**src/rtl/serial_adder.sv**
```systemverilog
// Bit-serial ripple adder: one operand bit per clock, LSB first, with a
// registered result that updates only when the last bit has been processed.
module serial_adder #(
    parameter int WIDTH = 8
) (
    input  logic             clk,
    input  logic             rst,
    input  logic             start,
    input  logic [WIDTH-1:0] a,
    input  logic [WIDTH-1:0] b,
    input  logic             cin,
    output logic             busy,
    output logic             done,
    output logic [WIDTH-1:0] sum,
    output logic             cout
);

    localparam int CW = $clog2(WIDTH);
    localparam logic [CW-1:0] LAST_BIT = CW'(WIDTH - 1);

    typedef enum logic [1:0] {
        IDLE = 2'd0,
        ADD  = 2'd1,
        DONE = 2'd2
    } state_t;

    state_t           state_q, state_d;
    logic [WIDTH-1:0] a_q, a_d;
    logic [WIDTH-1:0] b_q, b_d;
    logic [WIDTH-1:0] psum_q, psum_d;
    logic [WIDTH-1:0] sum_q, sum_d;
    logic             carry_q, carry_d;
    logic             cout_q, cout_d;
    logic [CW-1:0]    cnt_q, cnt_d;

    logic             bit_s;
    logic             bit_c;
    logic             load;

    assign bit_s = a_q[0] ^ b_q[0] ^ carry_q;
    assign bit_c = (a_q[0] & b_q[0]) | (a_q[0] & carry_q) | (b_q[0] & carry_q);

    // The DONE cycle also accepts a new start so additions can issue every
    // WIDTH+1 cycles; without one it falls back to IDLE.
    assign load = start && ((state_q == IDLE) || (state_q == DONE));

    always_comb begin
        state_d = state_q;
        a_d     = a_q;
        b_d     = b_q;
        psum_d  = psum_q;
        sum_d   = sum_q;
        carry_d = carry_q;
        cout_d  = cout_q;
        cnt_d   = cnt_q;

        case (state_q)
            IDLE: begin
                if (load) begin
                    state_d = ADD;
                end
            end
            ADD: begin
                a_d     = a_q >> 1;
                b_d     = b_q >> 1;
                carry_d = bit_c;
                psum_d  = {bit_s, psum_q[WIDTH-1:1]};
                if (cnt_q == LAST_BIT) begin
                    sum_d   = {bit_s, psum_q[WIDTH-1:1]};
                    cout_d  = bit_c;
                    state_d = DONE;
                end else begin
                    cnt_d = cnt_q + 1'b1;
                end
            end
            DONE: begin
                state_d = load ? ADD : IDLE;
            end
            default: begin
                state_d = IDLE;
            end
        endcase

        if (load) begin
            a_d     = a;
            b_d     = b;
            carry_d = cin;
            cnt_d   = '0;
        end
    end

    always_ff @(posedge clk) begin
        if (rst) begin
            state_q <= IDLE;
            a_q     <= '0;
            b_q     <= '0;
            psum_q  <= '0;
            sum_q   <= '0;
            carry_q <= 1'b0;
            cout_q  <= 1'b0;
            cnt_q   <= '0;
        end else begin
            state_q <= state_d;
            a_q     <= a_d;
            b_q     <= b_d;
            psum_q  <= psum_d;
            sum_q   <= sum_d;
            carry_q <= carry_d;
            cout_q  <= cout_d;
            cnt_q   <= cnt_d;
        end
    end

    assign busy = (state_q != IDLE);
    assign done = (state_q == DONE);
    assign sum  = sum_q;
    assign cout = cout_q;

endmodule
```
**config.mk**
```make
export PLATFORM = sky130hd
export DESIGN_NAME = serial_adder
export DESIGN_NICKNAME = d
export VERILOG_FILES = /design/src/rtl/serial_adder.sv
export SDC_FILE = /design/constraint.sdc
export NUM_CORES = 1
export LEC_CHECK = 0
export CORE_ASPECT_RATIO = 1.1
export CORE_MARGIN = 2
export CORE_UTILIZATION = 54
export CTS_BUF_LIST = sky130_fd_sc_hd__clkbuf_4 sky130_fd_sc_hd__clkbuf_8 sky130_fd_sc_hd__clkbuf_16
export CTS_CLUSTER_SIZE = 12
export DETAILED_ROUTE_END_ITERATION = 12
export PLACE_DENSITY_LB_ADDON = 0.15
export SYNTH_ARGS = -nofsm -noshare
export SYNTH_HDL_FRONTEND = slang
export SYNTH_SLANG_ARGS = --single-unit
```
**constraint.sdc**
```tcl
create_clock -name clk -period 2.4 [get_ports clk]
set_clock_uncertainty 0.2 [all_clocks]
set_input_delay 0.24 -clock clk [delete_from_list [all_inputs] [get_ports clk]]
set_output_delay 0.24 -clock clk [all_outputs]
set_load 0.005 [all_outputs]
```
==> impl_metrics.toml <==
[run_status]
status = "completed"

[cts]
cts.sinks = 38
cts_hold_buf = 0
post_cts_resized = 0
cts_root_buffer = "clkbuf_4"
clk_latency_ns = 0.33
clockBufferDepth = 2
cts.clk_slew.worst_paths_ns = 0.10
cts_tree = "done"
htree_levels = 2
numCtsBuffers = 5
cts_setup_buffers = 0

[min_path]
hold_class = "reg2reg"

[logic_synthesis]
yosysMostFrequentCell = "nand2_1"
synth_nets = 207
synth_area_leaders = "dfxtp_1, nand2_1, a311oi_1, a21oi_1, nand3_1"
synth_common_cells = "nand2_1, dfxtp_1, a21oi_1, nor2_1, nand3_1"
synthArstFlopShare_pct = 0
synth_seq_cells = 38
syn_inst = 184
yosysWarnings = 0
yosysTopAreaCellShare_pct = 49.0
synth.avg_cell_area_um2 = 8.44
yosysTopAreaCell = "dfxtp_1"
synth_edf_count = 0
netlist-cell-type-count = 22
ys_seq_area_share_pct = 49.0
synth_area_mm2 = 0.00155
synth-main-ff-cell = "dfxtp_1"

[drt]
antenna_left = 0
routed_via_density = 5.38
drc_errors = 0
num_vias = 1313
routedWlPerCell_um = 12.3
drt_wl_total_mm = 3.01
first_pass_iters = 4
drt_iter0_drc = 29

[timing]
fmax_mhz = 522
rsz0062_at_grt = "no"
slew_headroom_pct = 58.5
final_hold_viol_count = 0
tns_ns = 0
finalCritPeriodShare_pct = 79.9
finalSetupViolations = 0
tightest_slew_ns = 0.622
slew_viol_final = 0
post-route-min-period_ns = 1.92

[die]
chipWidth_um = 55.1
io_pins = 31
coreArea_mm2 = 0.00275
initial_core_util_pct = 56.4
dieArea_mm2 = 0.00332
die_y_um = 60.2
num_rows = 20

[global_routing]
grt_pass1_wl_mm = 5.16
grt_overflow = 0
antenna_found_initial = 0
grt_max_degree = 39
grt_usage_pct = 21.8
grt_pass1_vias = 1187

[pwr]
report.power.total_uw = 1170
peakVddDrop_uv = 452
power.density_mw_per_mm2 = 614
power_leakage_uw = 0.000666

[placement]
placed_cells = 236
place_area_mm2 = 0.00185
port_buffers = 30
gp_congestion = 0.723
dp_hpwl_mm = 2.02

[setup_path]
path_cells = "or2_2 -> clkdlybuf4s50_1"
start_kind = "flop"
crit_fanout = 8
path_buf_inv = 1
max_stage_delay_ns = 0.44
cp.arrival_ns = 1.48
path_class = "reg2out"
cp_top_family = "buffers and inverters"
crit_slowest_cell = "clkdlybuf4s50_1"
cp-end-kind = "output port"
critPathRequiredTime_ns = 1.96

[finish]
design_area_mm2 = 0.00191
nNetsFinal = 233
area_growth_pct = 23.0
post-route-util_pct = 69.4
antenna_cells = 0
drive_gt1_share_pct = 8.06
stdcell_count = 244

[run]
maxCapViolCount = 0
==> area by class of cell <==
cell class	count	area, um^2
sequential	38	761
multi-input combinational	131	714
fill	242	842
clock inverter	2	12.5
timing repair buffer	34	330
clock buffer	6	51.3
tap	33	41.3
==> per-stage QoR <==
| stage | hold slack [ns] | setup WS [ns] |
|---|---|---|
| after floorplan | 0.176 | 0.805 |
| after global placement | 0.241 | 0.584 |
| after detailed placement | 0.247 | 0.537 |
| after CTS | 0.262 | 0.467 |
| after global routing | 0.260 | 0.330 |
| final | 0.261 | 0.483 |
==> layout by cell type (no fill, tap or decap), drive strengths merged, types with 4 or more instances in the layout <==
cell type / count
buf: 4
a311oi: 13
nor2: 16
clkbuf: 6
clkdlybuf4s50: 30
a21oi: 19
nand3: 12
nor3: 4
nand2: 50
dfxtp: 38
==> flip-flops by register name, summed over array words and instances (netlist names) <==
name and flops:
a_q 8, b_q 8, carry_q 1, cnt_q 3, cout 1, psum_q 7, state_q 2, sum 8
==> logic make-up after synthesis <==
family | count (synthesis) | synth area share (%)
flops | 38 | 49.0
fa+ha+maj | 3 | 2.90
xor+xnor | 1 | 0.564
simple gates | 90 | 25.2
mux | 3 | 1.93
compound gates | 34 | 15.2
buf+inv | 15 | 5.16
==> worst register-to-register path: stages (launching register included) <==
cell      delay [ns]
dfxtp_1         0.38
ha_1            0.17
ha_1            0.41
nand3b_1        0.36
nand2_1         0.18
a21oi_1         0.07
==> final timing paths <==
kind | cells past startpoint | start | endpoint | slack [ns]
max reg2reg | 5 | cnt_q[0] | sum[7] | 0.51
min | 2 | cout | cout | 0.26
min reg2reg | 2 | cout | cout | 0.26
max | 2 | state_q[0] | busy | 0.48
==> metal layers <==
| metal | global-route usage (%) | vias to the layer above | share of wire, % |
|---|---|---|---|
| met3 | 5.25 | 5 | 4.3 |
| li1 | - | 678 | - |
| met5 | 0 | - | 0 |
| met4 | 10.5 | 0 | 1.6 |
| met1 | 26.9 | 604 | 48 |
| met2 | 35.0 | 26 | 46 |
==> power by group <==
group	switching (uW)	internal (uW)
Sequential	18.1	660
Clock	207	141
Combinational	77.1	71.2
Note: power is estimated with default switching activity, not from simulation.
